<file path="src/rtl/ctrl_pipe_pkg.sv">
// Shared condition codes, flag indices and condition evaluation for ctrl_pipe.
// Purely combinational helpers; no state, no flow control.
package ctrl_pipe_pkg;

  localparam logic [3:0] COND_EQ = 4'h0;
  localparam logic [3:0] COND_NE = 4'h1;
  localparam logic [3:0] COND_CS = 4'h2;
  localparam logic [3:0] COND_CC = 4'h3;
  localparam logic [3:0] COND_MI = 4'h4;
  localparam logic [3:0] COND_PL = 4'h5;
  localparam logic [3:0] COND_VS = 4'h6;
  localparam logic [3:0] COND_VC = 4'h7;
  localparam logic [3:0] COND_HI = 4'h8;
  localparam logic [3:0] COND_LS = 4'h9;
  localparam logic [3:0] COND_GE = 4'hA;
  localparam logic [3:0] COND_LT = 4'hB;
  localparam logic [3:0] COND_GT = 4'hC;
  localparam logic [3:0] COND_LE = 4'hD;
  localparam logic [3:0] COND_AL = 4'hE;
  localparam logic [3:0] COND_NV = 4'hF;

  localparam int FW_NZ = 1;
  localparam int FW_CV = 0;

  localparam int FLAG_N = 3;
  localparam int FLAG_Z = 2;
  localparam int FLAG_C = 1;
  localparam int FLAG_V = 0;

  function automatic logic cond_eval(input logic [3:0] cond, input logic [3:0] nzcv);
    logic n, z, c, v, res;
    n   = nzcv[FLAG_N];
    z   = nzcv[FLAG_Z];
    c   = nzcv[FLAG_C];
    v   = nzcv[FLAG_V];
    res = 1'b0;
    case (cond)
      COND_EQ: res = z;
      COND_NE: res = ~z;
      COND_CS: res = c;
      COND_CC: res = ~c;
      COND_MI: res = n;
      COND_PL: res = ~n;
      COND_VS: res = v;
      COND_VC: res = ~v;
      COND_HI: res = c & ~z;
      COND_LS: res = ~c | z;
      COND_GE: res = (n == v);
      COND_LT: res = (n != v);
      COND_GT: res = ~z & (n == v);
      COND_LE: res = z | (n != v);
      COND_AL: res = 1'b1;
      COND_NV: res = 1'b0;
      default: res = 1'b0;
    endcase
    return res;
  endfunction

endpackage

</file>
<file path="src/rtl/ctrl_pipe_cond.sv">
// NZCV flag register plus condition evaluation for the instruction in Execute.
// cond_ex is combinational from flags_q; flags update 1 cycle later, suppressed by stall.
module cond_unit_p
  import ctrl_pipe_pkg::*;
#(
  parameter int COND_EN = 1
) (
  input  logic       clk,
  input  logic       reset,
  input  logic [3:0] cond,
  input  logic [3:0] alu_flags,
  input  logic [1:0] flag_write,
  input  logic       stall,
  output logic       cond_ex,
  output logic [3:0] flags
);

  logic [3:0] flags_d, flags_q;
  logic       we_nz, we_cv;

  always_comb begin
    cond_ex = (COND_EN != 0) ? cond_eval(cond, flags_q) : 1'b1;
    we_nz   = flag_write[FW_NZ] & cond_ex & ~stall;
    we_cv   = flag_write[FW_CV] & cond_ex & ~stall;
    flags_d = flags_q;
    if (we_nz) begin
      flags_d[FLAG_N] = alu_flags[FLAG_N];
      flags_d[FLAG_Z] = alu_flags[FLAG_Z];
    end
    if (we_cv) begin
      flags_d[FLAG_C] = alu_flags[FLAG_C];
      flags_d[FLAG_V] = alu_flags[FLAG_V];
    end
  end

  always_ff @(posedge clk or negedge reset) begin
    if (!reset) begin
      flags_q <= 4'b0;
    end else begin
      flags_q <= flags_d;
    end
  end

  assign flags = flags_q;

endmodule

</file>
<file path="src/rtl/ctrl_pipe_flopenrc.sv">
// Generic W-bit register with enable and synchronous clear, async active-low reset.
// Latency 1; holds when en is low, clr loads zero only when enabled.
module flopenrc #(
  parameter int W = 1
) (
  input  logic         clk,
  input  logic         reset,
  input  logic         en,
  input  logic         clr,
  input  logic [W-1:0] d,
  output logic [W-1:0] q
);

  logic [W-1:0] q_d, q_q;

  always_comb begin
    q_d = q_q;
    if (en) begin
      q_d = clr ? '0 : d;
    end
  end

  always_ff @(posedge clk or negedge reset) begin
    if (!reset) begin
      q_q <= '0;
    end else begin
      q_q <= q_d;
    end
  end

  assign q = q_q;

endmodule

</file>
<file path="src/rtl/ctrl_pipe.sv">
// Control-path pipeline D->E->M->W with conditional execution gating, 1 cycle per stage.
// StallE holds E and bubbles M; FlushE bubbles E and wins over StallE.
module ctrl_pipe
  import ctrl_pipe_pkg::*;
#(
  parameter int ALUCTRL_W = 2,
  parameter int COND_EN   = 1
) (
  input  logic                 clk,
  input  logic                 reset,
  input  logic                 PCSrcD,
  input  logic                 RegWriteD,
  input  logic                 MemtoRegD,
  input  logic                 MemWriteD,
  input  logic                 BranchD,
  input  logic                 ALUSrcD,
  input  logic                 NoWriteD,
  input  logic [ALUCTRL_W-1:0] ALUControlD,
  input  logic [1:0]           FlagWriteD,
  input  logic [3:0]           CondD,
  input  logic [3:0]           ALUFlags,
  input  logic                 FlushE,
  input  logic                 StallE,
  output logic [ALUCTRL_W-1:0] ALUControlE,
  output logic                 ALUSrcE,
  output logic                 MemtoRegE,
  output logic                 BranchTakenE,
  output logic                 PCSrcE,
  output logic                 CondExE,
  output logic                 PCSrcM,
  output logic                 RegWriteM,
  output logic                 MemWriteM,
  output logic                 PCSrcW,
  output logic                 RegWriteW,
  output logic                 MemtoRegW,
  output logic [3:0]           FlagsQ
);

  localparam int DE_W = 9 + ALUCTRL_W + 4;

  logic [DE_W-1:0]      de_d, de_q;
  logic [3:0]           em_d, em_q;
  logic [2:0]           mw_d, mw_q;

  logic                 pcsrc_e, regwrite_e, memtoreg_e, memwrite_e;
  logic                 branch_e, alusrc_e, nowrite_e;
  logic [ALUCTRL_W-1:0] aluctrl_e;
  logic [1:0]           flagwrite_e;
  logic [3:0]           cond_e;
  logic                 cond_ex;
  logic                 regwrite_ec, memwrite_ec, pcsrc_ec;
  logic                 de_en;

  always_comb begin
    de_d  = {PCSrcD, RegWriteD, MemtoRegD, MemWriteD, ALUControlD,
             BranchD, ALUSrcD, FlagWriteD, NoWriteD, CondD};
    de_en = ~StallE | FlushE;
  end

  flopenrc #(.W(DE_W)) u_de (
    .clk   (clk),
    .reset (reset),
    .en    (de_en),
    .clr   (FlushE),
    .d     (de_d),
    .q     (de_q)
  );

  assign {pcsrc_e, regwrite_e, memtoreg_e, memwrite_e, aluctrl_e,
          branch_e, alusrc_e, flagwrite_e, nowrite_e, cond_e} = de_q;

  cond_unit_p #(.COND_EN(COND_EN)) u_cond (
    .clk        (clk),
    .reset      (reset),
    .cond       (cond_e),
    .alu_flags  (ALUFlags),
    .flag_write (flagwrite_e),
    .stall      (StallE),
    .cond_ex    (cond_ex),
    .flags      (FlagsQ)
  );

  // A stalled instruction stays in E, so M must see a bubble rather than a duplicate.
  always_comb begin
    regwrite_ec = regwrite_e & cond_ex & ~nowrite_e;
    memwrite_ec = memwrite_e & cond_ex;
    pcsrc_ec    = pcsrc_e & cond_ex;
    em_d        = {pcsrc_ec, regwrite_ec, memtoreg_e, memwrite_ec};
    mw_d        = em_q[3:1];
  end

  flopenrc #(.W(4)) u_em (
    .clk   (clk),
    .reset (reset),
    .en    (1'b1),
    .clr   (StallE),
    .d     (em_d),
    .q     (em_q)
  );

  flopenrc #(.W(3)) u_mw (
    .clk   (clk),
    .reset (reset),
    .en    (1'b1),
    .clr   (1'b0),
    .d     (mw_d),
    .q     (mw_q)
  );

  assign ALUControlE  = aluctrl_e;
  assign ALUSrcE      = alusrc_e;
  assign MemtoRegE    = memtoreg_e;
  assign PCSrcE       = pcsrc_e;
  assign CondExE      = cond_ex;
  assign BranchTakenE = branch_e & cond_ex & ~StallE;
  assign PCSrcM       = em_q[3];
  assign RegWriteM    = em_q[2];
  assign MemWriteM    = em_q[0];
  assign PCSrcW       = mw_q[2];
  assign RegWriteW    = mw_q[1];
  assign MemtoRegW    = mw_q[0];

endmodule

</file>
<file path="config.mk">
export PLATFORM = sky130hd
export DESIGN_NAME = ctrl_pipe
export DESIGN_NICKNAME = d
export VERILOG_FILES = /design/src/rtl/ctrl_pipe_pkg.sv /design/src/rtl/ctrl_pipe_cond.sv /design/src/rtl/ctrl_pipe_flopenrc.sv /design/src/rtl/ctrl_pipe.sv
export SDC_FILE = /design/constraint.sdc
export NUM_CORES = 1
export LEC_CHECK = 0
export CAP_MARGIN = 5
export CORE_MARGIN = 3
export CORE_UTILIZATION = 25
export DETAILED_ROUTE_END_ITERATION = 6
export PLACE_DENSITY = 0.55
export SKIP_LAST_GASP = 1
export SYNTH_ARGS = -nofsm -noshare
export SYNTH_HDL_FRONTEND = slang
export SYNTH_SLANG_ARGS = --single-unit
</file>
<file path="constraint.sdc">
create_clock -name clk -period 2.9 [get_ports clk]
set_clock_uncertainty 0.1 [all_clocks]
set_input_delay 0.58 -clock clk [delete_from_list [all_inputs] [get_ports clk]]
set_output_delay 0.58 -clock clk [all_outputs]
set_load 0.005 [all_outputs]
</file>
==> qor.yml, run 1 <==
critical_path:
  cpMostUsedCell: "a211oi_2"
  worstReg2RegEnd: "u_cond.flags[1]"
  slowest_stage: "dfrtp_1"
  reg2reg_depth: 7
  critPathTopFamily: "flip-flops"
  required_ns: 2.22
  arrival_ns: 2.07
  rr_startpoint: "u_de.q[0]"
  crit_fanout: 6
  crit_path_end_kind: "output port"
  regToRegSetupSlack_ns: 0.59
  slowest_delay_ns: 0.43
  startpoint_type: "flop"
  path_class: "reg2out"
  crit_chain: "buf_6, xor3_1, nand2_1, a211oi_2, a211oi_2, and2_1, dlygate4sd2_1"
  path_buf_inv: 2
route:
  vias: 944
  finalWirelength_um: 2857
  drt-initial-drc-count: 12
  ant_nets: 0
  drc: 0
  wl_per_cell_um: 13.23
  drt_first_pass_iters: 4
  via_per_inst: 4.370
final_layout:
  final_area_mm2: 0.001859
  nets: 173
  drive_above_1_share_pct: 19.46
  antenna_cells: 0
  area_growth_pct: 48.60
synth:
  synth_edf_count: 0
  ys_async_sr_fraction_pct: 100.0
  ys_types: 35
  netlist_area_mm2: 0.001251
  synth_cells: 102
  synth_area_leader_cell: "dfrtp_1"
  ys.flop_type: "dfrtp_1"
  synth_top_area_share_pct: 52.00
  synth_area_leaders: "dfrtp_1, mux2i_1, nor2_1"
  yosys_warnings: 0
  yosysMostFrequentCell: "dfrtp_1"
  avgSynthCellArea_um2: 12.27
  synthTopCellsByCount: "dfrtp_1, mux2i_1, nor2_1, and2_1, inv_1"
  ys_seq_area_share_pct: 52.00
  ys_seq_elements: 26
  synth_fp_nets: 125
floorplanning:
  rows: 25
  die_h_um: 76.75
  start_util_pct: 26.14
  dieArea_mm2: 0.005890
  core_mm2: 0.004786
  die_w_um: 76.75
  io_pins: 40
clocking:
  numCtsBuffers: 3
  cts_sinks: 26
  cts_tree: "built"
  clk_pin_slew_ns: 0.09
  cts_hold_buffers: 0
  htreeDepth: 1
  cts_root_buf: "clkbuf_8"
  clkLatencyLatePin_ns: 0.27
  cts.path.max_buffers: 2
worst_hold_path:
  whs_endpoint: "u_mw.q[0]"
  holdPathStages: 0
  hp-start: "u_em.q[1]"
  hold_class: "reg2reg"
timing:
  hold_viol: 0
  fmax_ghz: 0.3640
  timing.final.ws_setup_ns: 0.1526
  setup_viol: 0
  rsz0062_at_grt: "false"
  final.setup.tns_ns: 0
  period_share_pct: 94.74
  worst_pin_slew_ns: 0.5495
  slew_headroom_pct: 63.25
  fin_crit_ns: 2.747
  slew_viol_final: 0
global_routing:
  grt_remaining_overflow: 0
  antenna_found_initial: 0
  grt_max_degree: 27
  grt_usage_pct: 10.16
  grt_pass1_wl_um: 4795
  grt_pass1_vias: 995
pwr:
  p_seq_share_pct: 40.8
  p_per_area_mw_per_mm2: 612.6
  p_comb_share_pct: 32.8
  switching_share_pct: 27.19
  internal_power_mw: 0.8292
  max-vdd-ir-drop_mv: 0.2525
  leakagePower_nw: 0.8163
  p_switching_mw: 0.3097
  clock_power_share_pct: 26.4
placement:
  port_buffers: 39
  gp_congestion: 0.9181
  place.detailed.hpwl_um: 2147
  preCtsSetupSlack_ns: 0.05280
  placed_cell_area_mm2: 0.001760
job:
  maxCapViolations: 0
status:
  status: "complete, no violations"
==> timing repair <==
action,in CTS,in global routing
endpoints found under the setup margin,2,1
pin swaps,5,0
resized for setup,7,1
setup buffers,1,0
==> placed cells by master, fill, tap and decap left out, drive strengths merged, types with 2 or more instances in the layout <==
master and n:
a2111oi 3, clkbuf 3, buf 12, clkdlybuf4s50 37, mux2 5, nor2 15
dlygate4sd2 2, nand2 2, and2 3, a211oi 3, dfrtp 26, mux2i 17
inv 3
==> layer usage <==
metal	track usage (%)	part of all wire, %	vias to the layer above
met3	3.286	6.9	5
met1	12.33	44	458
met4	3.804	1.6	0
li1	-	-	449
met5	0	0	-
met2	16.72	47	32
==> through the flow <==
step	total power, mW	instances	hold WS, ns	util (%)
2_1_floorplan	0.6269	102	0.1844	-
3_3_place_gp	0.8294	211	0.2351	36.78
3_5_place_dp	0.8398	211	0.2358	36.78
4_1_cts	1.154	216	0.2580	38.82
5_1_grt	1.204	216	0.2674	38.85
6_report	1.139	216	0.2536	38.85
==> state kept, by name, indices dropped and copies added, names as in the netlist <==
register	cells
u_de.q	15
u_em.q	4
u_cond.flags	4
u_mw.q	3
==> layout make-up <==
cell class                      count  area (µm²)
Inverter                            3       11.26
Sequential cell                    26       653.1
Fill cell                         467        2927
Multi-Input combinational cell     65       558.0
Timing Repair Buffer               51       481.7
Tap cell                           67       83.83
Clock buffer                        3       41.29
Clock inverter                      1       30.03
==> worst max path at each step <==
stage                   start  depth (start not counted)      endpoint  slack [ns]
detailed placement  u_de.q[0]                          6  BranchTakenE        0.05
global route        u_de.q[2]                          7  BranchTakenE      0.0006
global placement    u_de.q[0]                          6  BranchTakenE        0.09
floorplan           u_de.q[2]                          6  BranchTakenE        0.52
CTS                 u_de.q[2]                          7  BranchTakenE        0.10
finish              u_de.q[0]                          7  BranchTakenE        0.15
==> power by group through the flow <==
stage | clock network, mW | registers [mW] | logic [mW]
final | 0.300 | 0.465 | 0.374
after detailed placement | 0 | 0.469 | 0.371
after floorplan | 0 | 0.460 | 0.167
after global placement | 0 | 0.466 | 0.363
after CTS | 0.309 | 0.465 | 0.380
after global routing | 0.326 | 0.470 | 0.408
==> logic make-up after synthesis <==
logic type / Yosys count / share of synthesized area (%)
AOI/OAI and AO/OA: 9 / 8.500
xor gates and xnor gates: 2 / 2.600
buffers and inverters: 11 / 4.699
DFF: 26 / 52.00
muxes: 22 / 18.40
and+or+nand+nor: 32 / 13.80
Note: power is estimated with default switching activity, not from simulation.
==> run 2, diff against run 1 <==
PLACE_DENSITY = 0.54   (was 0.55)
SYNTH_HIERARCHICAL = 1   (was not set)
==> run 2 against run 1 <==
  * Critical path depth stayed put
  * Routed wire length increased by 12%
  * Critical path type unchanged
  * Critical endpoint unchanged
  * Cell count rose by 26%
==> qor.yml, run 2 <==
timing:
  fin_crit_ns: 2.703  # -0.04388 ns
  rsz0062_at_grt: "false"
  setup_viol: 0  # unchanged
  hold_viol: 0  # unchanged
  period_share_pct: 93.22  # -1.5 points
  final.setup.tns_ns: 0  # unchanged
  fmax_ghz: 0.3699  # +1.6%
  slew_viol_final: 0  # unchanged
  timing.final.ws_setup_ns: 0.1965  # +0.04388 ns
critical_path:
  arrival_ns: 2.02  # -0.05 ns
  slowest_stage: "dfrtp_1"
  startpoint_type: "flop"
  crit_fanout: 4  # -2
  path_class: "reg2out"
  cpMostUsedCell: "a21oi_2"
  crit_chain: "xnor2_2, o21ai_0, a21oi_2, a311oi_4, a21oi_2, and3b_1, dlygate4sd2_1"
  required_ns: 2.22  # about the same
  slowest_delay_ns: 0.41  # -0.02 ns
  crit_path_end_kind: "output port"
floorplanning:
  die_h_um: 80.17  # +4.5%
  start_util_pct: 26.42  # +0.27 points
  io_pins: 40  # unchanged
  rows: 26  # +4.0%
  die_w_um: 80.17  # +4.5%
  dieArea_mm2: 0.006426  # +9.1%
  core_mm2: 0.005205  # +8.8%
final_layout:
  final_common_cell: "clkdlybuf4s50_1"
  largest_reg_flops: 15  # unchanged
  fillers: 535  # +15%
  antenna_cells: 0  # unchanged
  drive_above_1_share_pct: 14.78  # -4.7 points
  final_util_pct: 39.50  # +0.65 points
  layout.cells.non_filler: 273  # +26%
  layout_common_cells: "clkdlybuf4s50_1, inv_1, dfrtp_1, nand3b_1, conb_1"
  nets: 227  # +31%
  area_growth_pct: 49.50
route:
  vias: 1118  # +18%
  wl_per_cell_um: 11.77  # -11%
  wl_met2_um: 1458  # +7.5%
  wl_met3_um: 225  # +15%
  drt-initial-drc-count: 81  # +69
  finalWirelength_um: 3213  # +12%
  via_per_inst: 4.095  # -6.3%
  met1Wirelength_um: 1515  # +21%
  drt_first_pass_iters: 4  # unchanged
  drc: 0  # unchanged
  routed.top_layer: "met4"
  ant_nets: 0  # unchanged
clocking:
  htreeDepth: 1  # unchanged
  cts.path.max_buffers: 2  # unchanged
  numCtsBuffers: 3  # unchanged
  cts_tree: "built"
  cts_hold_buffers: 0  # unchanged
  clkLatencyLatePin_ns: 0.27  # about the same
  clk_pin_slew_ns: 0.09  # about the same
  cts_sinks: 26  # unchanged
  cts_root_buf: "clkbuf_8"
synth:
  synth_area_leaders: "dfrtp_1, nand3b_1, inv_1"
  ys_async_sr_fraction_pct: 100.0  # unchanged
  ys.flop_type: "dfrtp_1"
  ys_seq_elements: 26  # unchanged
  yosys_warnings: 6  # +6
  yosysMostFrequentCell: "dfrtp_1"
  ys_types: 32  # -8.6%
  avgSynthCellArea_um2: 9.893  # -19%
  synth_cells: 139  # +36%
  synthTopCellsByCount: "dfrtp_1, inv_1, nand3b_1, o21ai_0, o21ai_1"
  synth_top_area_share_pct: 47.32  # -4.7 points
  ys_seq_area_share_pct: 47.32  # -4.7 points
  netlist_area_mm2: 0.001375  # +9.9%
  synth_area_leader_cell: "dfrtp_1"
  synth_edf_count: 0  # unchanged
placement:
  port_buffers: 39  # unchanged
  gp_congestion: 0.8597  # -6.4%
  preCtsSetupSlack_ns: 0.1335  # +0.08073 ns
  place.detailed.hpwl_um: 2330  # +8.5%
  dp_cells: 267  # +27%
status:
  status: "complete, no violations"
global_routing:
  grt_remaining_overflow: 0  # unchanged
  antenna_found_initial: 0  # unchanged
  grt_max_degree: 27  # unchanged
  grt_usage_pct: 10.90  # +0.74 points
  grt_pass1_vias: 1209  # +22%
  grt_pass1_wl_um: 5464  # +14%
worst_hold_path:
  hold_class: "reg2reg"
job:
  maxCapViolations: 0  # unchanged
pwr:
  max-vdd-ir-drop_mv: 0.2195  # -13%
  p_per_area_mw_per_mm2: 549.5  # -10%
  leakagePower_nw: 0.8724  # +6.9%
run 2: changes by cell type after synthesis, moves of 3 or more:
cell | before | now
nand3b_1 | 1 | 22
inv_1 | 3 | 23
o21ai_0 | 0 | 16
nor2_1 | 15 | 2
o21ai_1 | 0 | 10
and2_1 | 3 | 0
mux2i_1 | 17 | 2
run 2: path summary, 6_finish.rpt:
| check | endpoint | slack [ns] | startpoint | depth (start not counted) |
|---|---|---|---|---|
| setup / recovery | BranchTakenE | 0.20 | u_cond/flags[3] | 7 |
| hold / removal | u_de/q[8] | 0.41 | u_de/q[8] | 2 |
| setup reg to reg | u_cond/flags[0] | 0.71 | u_de/q[0] | 7 |
| hold reg to reg | u_de/q[8] | 0.41 | u_de/q[8] | 2 |
| max in group asynchronous | u_de/q[3] | 1.85 | reset | 2 |
| min in group asynchronous | u_mw/q[2] | 0.57 | reset | 2 |
run 2: layer usage:
metal / track usage [%] / vias to the layer above
met4: 3.716 / 0
met2: 17.63 / 25
met1: 13.49 / 511
li1: - / 580
met5: 0 / -
met3: 3.700 / 2
run 2: report_power, final:
group          internal, mW  switching, mW  leakage (nW)
combinational         0.256          0.177         0.510
clock                 0.121          0.114        0.0288
sequential            0.412         0.0491         0.334
run 2: area by class of cell:
cell class              instances  area, µm²  share of cell area, %
flip-flops and latches         26      655.6                  31.89
clock buffers                   4      55.05                  2.678
inverters                      23      86.33                  4.200
well taps                      70      87.58                  4.261
multi-input cells              99      673.1                  32.75
repair buffers                 51      498.0                  24.22
run 2: critical path, delay by kind of cell (launching register included):
| kind | cells | cell delay, ns |
|---|---|---|
| AO/OA/AOI/OAI | 4 | 0.74 |
| flip-flops | 1 | 0.41 |
| buffers and inverters | 1 | 0.27 |
| XOR/XNOR | 1 | 0.17 |
| AND/OR/NAND/NOR | 1 | 0.16 |
run 2: cell families after synthesis:
logic type	Yosys count	share of synthesized area [%]
and+or+nand+nor	42	22.48
AOI/OAI and AO/OA	33	14.56
buffers and inverters	29	9.917
DFF	26	47.32
muxes	5	3.913
xor gates and xnor gates	2	1.274
other	2	0.5462
run 2: timing repair:
item / 4_1_cts / 5_1_grt
pin swaps: 1 / 3
endpoints found under the setup margin: 2 / 1
hold endpoints to repair: 0 / 0
buffers inserted: 0 / 2
gates cloned: 0 / 0
resized for setup: 5 / 11
run 2: stage by stage:
| stage | hold slack [ns] | instance area (µm²) | total power [mW] |
|---|---|---|---|
| after floorplan | 0.1844 | 1431 | 0.6416 |
| after global placement | 0.4010 | 1934 | 0.8639 |
| after detailed placement | 0.3972 | 1934 | 0.8641 |
| after CTS | 0.4133 | 1994 | 1.111 |
| after global routing | 0.4218 | 2056 | 1.205 |
| final | 0.4089 | 2056 | 1.130 |
